**src/rtl/core_issue_split_pkg.sv**
```systemverilog
// Shared core types for the fetch/issue/decode boundary plus the 32-bit prefix
// detector, which decode reuses when it re-classifies issued instructions.
package core_issue_split_pkg;

  typedef logic [15:0] hword;
  typedef logic [31:0] word;
  typedef logic [30:0] hptr;

  typedef enum logic [1:0] {
    ISSUE_LO    = 2'd0,
    ISSUE_HI    = 2'd1,
    ISSUE_CARRY = 2'd2
  } issue_state;

  function automatic logic is_long_prefix(input hword hw);
    return (hw[15:11] == 5'b11101) || (hw[15:11] == 5'b11110) || (hw[15:11] == 5'b11111);
  endfunction

endpackage

```
**src/rtl/core_issue_split_if.sv**
```systemverilog
// Fetch-pair / decode-issue bundle around the issue splitter. The slave side is
// the splitter itself; the master side is the fetch+decode environment.
interface core_issue_split_if;
  import core_issue_split_pkg::*;

  logic flush;
  logic flush_half;
  logic pair_valid;
  hword lo_insn;
  hword hi_insn;
  hptr  lo_insn_pc;
  hptr  hi_insn_pc;
  logic decode_ready;
  logic stall;
  logic stall_half;
  logic insn_valid;
  word  insn;
  hptr  insn_pc;
  logic insn_long;

  modport slave (
    input  flush, flush_half, pair_valid, lo_insn, hi_insn, lo_insn_pc, hi_insn_pc,
    input  decode_ready,
    output stall, stall_half, insn_valid, insn, insn_pc, insn_long
  );

  modport master (
    output flush, flush_half, pair_valid, lo_insn, hi_insn, lo_insn_pc, hi_insn_pc,
    output decode_ready,
    input  stall, stall_half, insn_valid, insn, insn_pc, insn_long
  );

endinterface

```
**src/rtl/core_issue_skid.sv**
```systemverilog
// One-entry registered output stage towards decode: accepts a new instruction
// whenever it is empty or decode is taking the current one this cycle.
module core_issue_skid
  import core_issue_split_pkg::*;
(
  input  logic clk,
  input  logic rst,
  input  logic clr,
  input  logic load,
  input  word  load_insn,
  input  hptr  load_pc,
  input  logic load_long,
  input  logic ready,
  output logic can_load,
  output logic valid,
  output word  insn,
  output hptr  pc,
  output logic is_long
);

  logic valid_reg;
  word  insn_reg;
  hptr  pc_reg;
  logic long_reg;

  assign can_load = !valid_reg || ready;

  always_ff @(posedge clk) begin
    if (rst) begin
      valid_reg <= 1'b0;
      insn_reg  <= '0;
      pc_reg    <= '0;
      long_reg  <= 1'b0;
    end else if (clr) begin
      // Anything decode takes in the flush cycle is already gone; the rest dies.
      valid_reg <= 1'b0;
    end else if (can_load) begin
      valid_reg <= load;
      if (load) begin
        insn_reg <= load_insn;
        pc_reg   <= load_pc;
        long_reg <= load_long;
      end
    end
  end

  assign valid   = valid_reg;
  assign insn    = insn_reg;
  assign pc      = pc_reg;
  assign is_long = long_reg;

endmodule

```
**src/rtl/core_issue_split.sv**
```systemverilog
// Splits fetch halfword pairs into one 16- or 32-bit instruction per cycle for
// decode, joining prefixes with suffixes, including across pair boundaries.
module core_issue_split
  import core_issue_split_pkg::*;
(
  input logic             clk,
  input logic             rst,
  core_issue_split_if.slave bus
);

  issue_state state_reg, state_next;
  hword       carry_hw_reg;
  hptr        carry_pc_reg;
  logic       carry_load;
  logic       issue;
  word        issue_insn;
  hptr        issue_pc;
  logic       issue_long;
  logic       can_load;
  logic       stall_c;
  logic       stall_half_c;

  logic out_valid;
  word  out_insn;
  hptr  out_pc;
  logic out_long;

  always_comb begin
    state_next   = state_reg;
    carry_load   = 1'b0;
    issue        = 1'b0;
    issue_insn   = '0;
    issue_pc     = '0;
    issue_long   = 1'b0;
    stall_c      = 1'b1;
    stall_half_c = 1'b0;

    if (rst) begin
      stall_c      = 1'b1;
      stall_half_c = 1'b0;
    end else if (bus.flush) begin
      stall_c      = 1'b0;
      stall_half_c = 1'b0;
      state_next   = bus.flush_half ? ISSUE_HI : ISSUE_LO;
    end else begin
      unique case (state_reg)
        ISSUE_LO: begin
          if (!bus.pair_valid) begin
            stall_c = 1'b0;
          end else if (can_load) begin
            issue    = 1'b1;
            issue_pc = bus.lo_insn_pc;
            if (is_long_prefix(bus.lo_insn)) begin
              issue_insn = {bus.lo_insn, bus.hi_insn};
              issue_long = 1'b1;
              stall_c    = 1'b0;
            end else begin
              issue_insn = {16'h0000, bus.lo_insn};
              state_next = ISSUE_HI;
            end
          end
        end

        ISSUE_HI: begin
          stall_half_c = 1'b1;
          if (bus.pair_valid && can_load) begin
            stall_c      = 1'b0;
            stall_half_c = 1'b0;
            if (is_long_prefix(bus.hi_insn)) begin
              // Suffix lives in the next pair's lo slot; park the prefix.
              carry_load = 1'b1;
              state_next = ISSUE_CARRY;
            end else begin
              issue      = 1'b1;
              issue_insn = {16'h0000, bus.hi_insn};
              issue_pc   = bus.hi_insn_pc;
              state_next = ISSUE_LO;
            end
          end
        end

        ISSUE_CARRY: begin
          if (!bus.pair_valid) begin
            stall_c = 1'b0;
          end else if (can_load) begin
            issue        = 1'b1;
            issue_insn   = {carry_hw_reg, bus.lo_insn};
            issue_pc     = carry_pc_reg;
            issue_long   = 1'b1;
            stall_half_c = 1'b1;
            state_next   = ISSUE_HI;
          end
        end

        default: begin
          state_next = ISSUE_LO;
        end
      endcase
    end
  end

  always_ff @(posedge clk) begin
    if (rst) begin
      state_reg    <= ISSUE_LO;
      carry_hw_reg <= '0;
      carry_pc_reg <= '0;
    end else begin
      state_reg <= state_next;
      if (bus.flush) begin
        carry_hw_reg <= '0;
        carry_pc_reg <= '0;
      end else if (carry_load) begin
        carry_hw_reg <= bus.hi_insn;
        carry_pc_reg <= bus.hi_insn_pc;
      end
    end
  end

  core_issue_skid u_skid (
    .clk       (clk),
    .rst       (rst),
    .clr       (bus.flush),
    .load      (issue),
    .load_insn (issue_insn),
    .load_pc   (issue_pc),
    .load_long (issue_long),
    .ready     (bus.decode_ready),
    .can_load  (can_load),
    .valid     (out_valid),
    .insn      (out_insn),
    .pc        (out_pc),
    .is_long   (out_long)
  );

  assign bus.stall      = stall_c;
  assign bus.stall_half = stall_half_c;
  assign bus.insn_valid = out_valid;
  assign bus.insn       = out_insn;
  assign bus.insn_pc    = out_pc;
  assign bus.insn_long  = out_long;

endmodule

```
**src/flat_wrapper.sv**
```systemverilog
// flat-port wrapper written by rule: the top's interface ports become plain ports
module core_issue_split_flat import core_issue_split_pkg::*;
  (clk, rst, bus_flush, bus_flush_half, bus_pair_valid, bus_lo_insn, bus_hi_insn, bus_lo_insn_pc, bus_hi_insn_pc, bus_decode_ready, bus_stall, bus_stall_half, bus_insn_valid, bus_insn, bus_insn_pc, bus_insn_long);
  core_issue_split_if bus_i ();
  input logic clk;
  input logic rst;
  input wire logic [$bits(bus_i.flush)-1:0] bus_flush;
  input wire logic [$bits(bus_i.flush_half)-1:0] bus_flush_half;
  input wire logic [$bits(bus_i.pair_valid)-1:0] bus_pair_valid;
  input wire logic [$bits(bus_i.lo_insn)-1:0] bus_lo_insn;
  input wire logic [$bits(bus_i.hi_insn)-1:0] bus_hi_insn;
  input wire logic [$bits(bus_i.lo_insn_pc)-1:0] bus_lo_insn_pc;
  input wire logic [$bits(bus_i.hi_insn_pc)-1:0] bus_hi_insn_pc;
  input wire logic [$bits(bus_i.decode_ready)-1:0] bus_decode_ready;
  output wire logic [$bits(bus_i.stall)-1:0] bus_stall;
  output wire logic [$bits(bus_i.stall_half)-1:0] bus_stall_half;
  output wire logic [$bits(bus_i.insn_valid)-1:0] bus_insn_valid;
  output wire logic [$bits(bus_i.insn)-1:0] bus_insn;
  output wire logic [$bits(bus_i.insn_pc)-1:0] bus_insn_pc;
  output wire logic [$bits(bus_i.insn_long)-1:0] bus_insn_long;
  assign bus_i.flush = bus_flush;
  assign bus_i.flush_half = bus_flush_half;
  assign bus_i.pair_valid = bus_pair_valid;
  assign bus_i.lo_insn = bus_lo_insn;
  assign bus_i.hi_insn = bus_hi_insn;
  assign bus_i.lo_insn_pc = bus_lo_insn_pc;
  assign bus_i.hi_insn_pc = bus_hi_insn_pc;
  assign bus_i.decode_ready = bus_decode_ready;
  assign bus_stall = bus_i.stall;
  assign bus_stall_half = bus_i.stall_half;
  assign bus_insn_valid = bus_i.insn_valid;
  assign bus_insn = bus_i.insn;
  assign bus_insn_pc = bus_i.insn_pc;
  assign bus_insn_long = bus_i.insn_long;
  core_issue_split u_core (.clk(clk), .rst(rst), .bus(bus_i));
endmodule
```
**config.mk**
```make
export PLATFORM = sky130hd
export DESIGN_NAME = core_issue_split_flat
export DESIGN_NICKNAME = d
export VERILOG_FILES = /design/src/rtl/core_issue_split_pkg.sv /design/src/rtl/core_issue_split_if.sv /design/src/rtl/core_issue_skid.sv /design/src/rtl/core_issue_split.sv /design/src/flat_wrapper.sv
export SDC_FILE = /design/constraint.sdc
export NUM_CORES = 1
export LEC_CHECK = 0
export CAP_MARGIN = 0
export CORE_UTILIZATION = 45
export CTS_CLUSTER_SIZE = 24
export DETAILED_ROUTE_END_ITERATION = 6
export GPL_ROUTABILITY_DRIVEN = 0
export HOLD_SLACK_MARGIN = 0.02
export PLACE_DENSITY = 0.84
export SLEW_MARGIN = 20
export SYNTH_ARGS = -nofsm -noshare
export SYNTH_HDL_FRONTEND = slang
export SYNTH_HIERARCHICAL = 1
export SYNTH_SLANG_ARGS = --single-unit
```
**constraint.sdc**
```tcl
create_clock -name clk -period 2 [get_ports clk]
set_input_delay 0.3 -clock clk [delete_from_list [all_inputs] [get_ports clk]]
set_output_delay 0.3 -clock clk [all_outputs]
set_load 0.01 [all_outputs]
```
* After elaboration in Yosys (flattened, before gate mapping)
Cells that the tools add are included.
** Word-level totals
- Register bits :: 114
- Input bits :: 100
- Output and inout port bits :: 67
- Word-level logic and storage cells :: 81
** Cells by class
- Eq/ne operators :: 14
- Mux-type cells :: 47
- Bitwise gates (word level) :: 1
- Reduce and logical (&&, ||, !) cells :: 12
** Operators with widths (number)
- two-way mux 32 bit :: 4
- two-way mux 31 bit :: 4
- one-hot mux 32 bit (3 select lines) :: 1
- one-hot mux 31 bit (3 select lines) :: 1
- == test 5 bit, second input constant :: 6
- two-way mux 1 bit :: 23
- two-way mux 16 bit :: 1
- two-way mux 2 bit :: 8
- != test 3 x 2 -> 1 bit, second input constant :: 3
- != test 3 bit, second input constant :: 3
- one-hot mux 1 bit (2 select lines) :: 3
- one-hot mux 2 bit (3 select lines) :: 1
- AND reduction 6 bit :: 1
- logical OR 1 bit :: 5
- OR reduction 2 bit :: 2
- one-hot mux 1 bit (3 select lines) :: 1
- AND reduction 3 bit :: 1
- == test 2 x 1 -> 1 bit, second input constant :: 1
- == test 2 bit, second input constant :: 1
- logical NOT 2 bit :: 1
- logical AND 1 bit :: 1
- logical NOT 1 bit :: 1
- inverter 1 bit :: 1

* Longest topological paths before layout
- Depth after elaboration :: 9
- Mapped depth :: 11
- Mapped depth without buffers :: 7

* By module
Netlist, hierarchy kept.
** By module, submodules not included
- core_issue_split :: instances 1, cells an instance 468, area each 3575.9 sq um
- core_issue_skid :: instances 1, cells an instance 283, area each 2966.6 sq um

* Least setup slack after synthesis
Ideal clock, no wire load.
- Kind :: flip-flop to flip-flop
- Start point :: reg u_core.u_skid.valid_reg, in the netlist u_core/u_skid/valid
- End point :: reg u_core.u_skid.insn_reg[0], in the netlist u_core/u_skid/insn[0]
- Library setup time :: 0.072 ns
- Data arrival time :: 2.014 ns
- Data required time :: 1.928 ns
- Setup slack :: -0.085 ns
- Stages on the path, launching flop included :: 12
- Path buffers :: 4
- Clock period less this slack :: 2.085 ns
- Cell sequence :: dfxtp_1 -> nor2b_4 -> inv_1 -> and4b_1 -> buf_2 -> clkbuf_1 -> a21oi_1 -> nor2_1 -> nor3b_2 -> buf_6 -> buf_12 -> mux2i_1
** On the way
- Word-level cells in the longest chain between the ends :: 8
- Elaborated cells between the ends (all ways) :: 12
** Ends and longest elaborated chain
- from (decl) :: RTL line core_issue_skid.sv:21 : logic valid_reg;
- from (signal assigned) :: RTL line core_issue_skid.sv:38 : valid_reg <= load;
- logical NOT 1 bit (*) :: RTL line core_issue_skid.sv:26 : assign can_load = !valid_reg || ready;
- logical OR 1 bit (*) :: RTL line core_issue_skid.sv:26
- net u_core.can_load :: RTL line core_issue_split.sv:19 : logic can_load;
- two-way mux 1 bit / logical AND 1 bit (equally long branches) :: RTL line core_issue_split.sv:50, core_issue_split.sv:85, core_issue_split.sv:66
- two-way mux 1 bit, on equally long branches :: RTL line core_issue_split.sv:83, core_issue_split.sv:66
- one-hot mux 1 bit (2 select lines) (*) :: RTL line core_issue_split.sv:46 : unique case (state_reg)
- two-way mux 1 bit (*) :: RTL line core_issue_split.sv:41 : end else if (bus.flush) begin
- two-way mux 1 bit (*) :: RTL line core_issue_split.sv:38 : if (rst) begin
- net u_core.issue :: RTL line core_issue_split.sv:15 : logic issue;
- AND reduction 3 bit (no line) (*)
- to (signal assigned) :: RTL line core_issue_skid.sv:40 : insn_reg <= load_insn;
- to (decl) :: RTL line core_issue_skid.sv:22 : word insn_reg;
Mark *: on every way through the listed nets, which the timed path passes. The rest lies on a longest branch.
A chain may end at the register's enable or synchronous reset.

* Worst setup path in the final report
- Start point :: in bus_decode_ready
- End point :: out bus_stall
** On the way
- Word-level cells in the longest chain between the ends :: 6
- Elaborated cells between the ends (all ways) :: 8
** Ends and longest elaborated chain
- from (decl) :: RTL line flat_wrapper.sv:14 : input wire logic [$bits(bus_i.decode_ready)-1:0] bus_decode_ready;
- logical OR 1 bit (*) :: RTL line core_issue_skid.sv:26
- net u_core.can_load :: RTL line core_issue_split.sv:19
- two-way mux 1 bit / logical AND 1 bit (equally long branches) :: RTL line core_issue_split.sv:50, core_issue_split.sv:66
- two-way mux 1 bit, on equally long branches :: RTL line core_issue_split.sv:48, core_issue_split.sv:66
- one-hot mux 1 bit (3 select lines) (*) :: RTL line core_issue_split.sv:46
- two-way mux 1 bit (*) :: RTL line core_issue_split.sv:41
- two-way mux 1 bit (*) :: RTL line core_issue_split.sv:38
- to (decl) :: RTL line flat_wrapper.sv:15 : output wire logic [$bits(bus_i.stall)-1:0] bus_stall;
Marked as above.

==> flow_summary.ini <==
[global_routing]
antenna_found_initial = 0
busiest_layer = met2
grt_pass1_vias = 5817
grt_pass1_wl_um = 28300
grt_overflow = 0
grt_max_degree = 49
grt.total_usage_pct = 24.2
use_met3_pct = 8.83
grt_use_met1_pct = 27.6
grt_use_met2_pct = 41.6

[run_status]
violations = design-rule violations
status = finished, violations left

[critical_path]
crit_path_end_kind = output port
critPathRequiredTime_ns = 1.70
slowest_stage = clkdlybuf4s50_1
start_kind = primary input
crit_path_max_incr_delay_ns = 0.44
reg2regPathDepth = 9
crit_path_max_fanout = 4
crit_arrival_ns = 1.64
critical_path_class = primary input to output port
crit_chain = clkdlybuf4s50_1, nor2b_4, inv_2, and4b_2, nor2_2, a2bb2oi_2, buf_2

[synth]
yosys-top-cells-area = dfxtp_1 (35%), mux2i_1 (17%), nand2b_1 (12%)
yosys.area_share.simple_pct = 23.9
synth_xor_area_share_pct = 0
avgSynthCellArea_um2 = 8.71
synth_area_leader_cell = dfxtp_1
seq_area_frac_synth_pct = 34.9
synth_ff_type = dfxtp_1
synth_fa_ha_area_share_pct = 0
async_reset_ff_share_pct = 0
synth.mux.area_fraction_pct = 21.9
synth_area_um2 = 6540
synth_seq_cells = 114
synth_top_family_by_area = simple AND/OR/NAND/NOR gates
synth_cells = 751
synth_edf_count = 0
synth_most_common_cell = nand2b_1
synthTopCellsByCount = nand2b_1 (129), dfxtp_1 (114), mux2i_1 (108)
ys_types = 33
synth_compound_area_share_pct = 10.1
synth_top_area_share_pct = 34.9
synth_nets = 851
ys_warn_count = 6

[pwr]
p_switching_mw = 1.37
p_comb_share_pct = 13.0
power_mw = 5.82
peakVddDrop_uv = 550
clock_power_share_pct = 47.7
power.internal_mw = 4.45
switching_share_pct = 23.6
p_leak_nw = 3.09
pwr-share-seq_pct = 39.3
power_density_nw_per_um2 = 644

[floorplan]
rows = 43
dieArea_um2 = 15000
initial_utilization_pct = 46.6
die_w_um = 123
fp.dieH_um = 123
coreArea_um2 = 14000
io_pins = 167

[cells_and_area]
drive_above_1_share_pct = 13.2
area_delta_synth_final_pct = 38.0
stdcell_count = 1101
antenna_cells = 0
finish.utilization_pct = 64.3
final_cell_area_um2 = 9030
finish.net_count = 1009
largest_register_ffs = 32
nFillCells = 1133

[clocking]
clock_path_buffers = 2
htreeDepth = 4
cts-root-buf = clkbuf_16
cts_hold_buf = 0
cts_setup_buffers = 0
cts_sinks = 114
cts_buffers = 17
tritoncts = built
clk_pin_slew_ns = 0.05
clock_latency_ns = 0.41

[drt]
route.detailed.drc = 1
first_pass_iters = 7
antenna_left = 0
wirelength_um = 18100
wire_per_inst_um = 16.4
drt-initial-drc-count = 580
via_count = 6018
viasPerCell = 5.47

[placement]
dp_hpwl_um = 12200
placed_area_um2 = 8470
io_buffers = 166
dp_cells = 1070
pre_cts_slack_ns = -0.407

[sta]
hold_violations = 0
max_clock_freq_ghz = 0.515
setup_tns_ns = 0
worst_slew_pin_slew_ns = 0.538
fin_crit_sh_pct = 97.1
finalCriticalPeriod_ns = 1.94
drv_slew = 0
setup_viol = 0
layout_setup_ws_ns = 0.0586
fin_skew_ns = 0.00535
max_slew_margin_pct = 64.2
holdWs_ns = 0.418

[job]
maxCapViolCount = 0

[worst_hold_path]
min_delay_path_depth = 4
min_path_type = primary input to register
[cells in the final DEF, fill, tap and decap left out, types with 9 or more instances in the layout]
cell	netlist	layout
clkdlybuf4s50_1	0	163
nand2b_1	129	129
dfxtp_1	114	112
mux2i_1	108	108
nand2_1	61	60
inv_1	47	46
nor2_1	40	38
buf_4	0	34
a32oi_1	33	32
mux2_2	31	31
nand4_1	24	24
nand3_1	22	22
a21oi_1	19	19
clkbuf_16	0	17
a31oi_1	16	16
o211ai_1	14	14
buf_12	6	9
[cells by family (layout without fill, tap and decap cells)]
| family | count (synthesis) | count (layout) |
|---|---|---|
| buf+inv | 118 | 288 |
| compound gates | 91 | 91 |
| flops | 114 | 114 |
| mux | 139 | 139 |
| simple gates | 289 | 289 |
[layout make-up]
type | instances | area (µm²) | area share (%)
multi-input cells | 519 | 3710 | 41.0
inverters | 47 | 176 | 1.95
clock buffers | 26 | 519 | 5.75
well taps | 180 | 225 | 2.49
clock inverters | 5 | 25.0 | 0.277
repair buffers | 210 | 2090 | 23.2
flip-flops and latches | 114 | 2280 | 25.3
[power by group through the flow]
stage	clock network (mW)	registers, mW	logic (mW)
global placement	0	2.34	0.734
floorplan	0	2.34	0.368
detailed placement	0	2.34	0.739
finish	2.77	2.29	0.757
CTS	2.82	2.29	0.745
global route	2.92	2.29	0.803
[repair_timing]
action,in CTS,in global routing
pin swaps,0,1
endpoints found under the setup margin,2,4
gates resized for setup,8,6
[critical path: cells and delay by family]
kind / cells / cell delay, ns
AND/OR/NAND/NOR: 3 / 0.55
AO/OA/AOI/OAI: 1 / 0.15
buffers and inverters: 3 / 0.65
[path summary, 6_finish.rpt]
path,startpoint,end,slack [ns]
max,bus_decode_ready,bus_stall,0.06
min,rst,u_core/state_reg[1],0.42
max reg2reg,u_core/u_skid/valid,u_core/u_skid/pc[25],0.11
min reg2reg,u_core/carry_hw_reg[13],u_core/carry_hw_reg[13],0.45
[routing by layer]
layer,vias up,part of all wire (%)
met5,-,0
met4,0,0.94
met3,17,9.4
met2,275,50
met1,2828,40
li1,2898,-
Note: power is estimated with default switching activity, not from simulation.
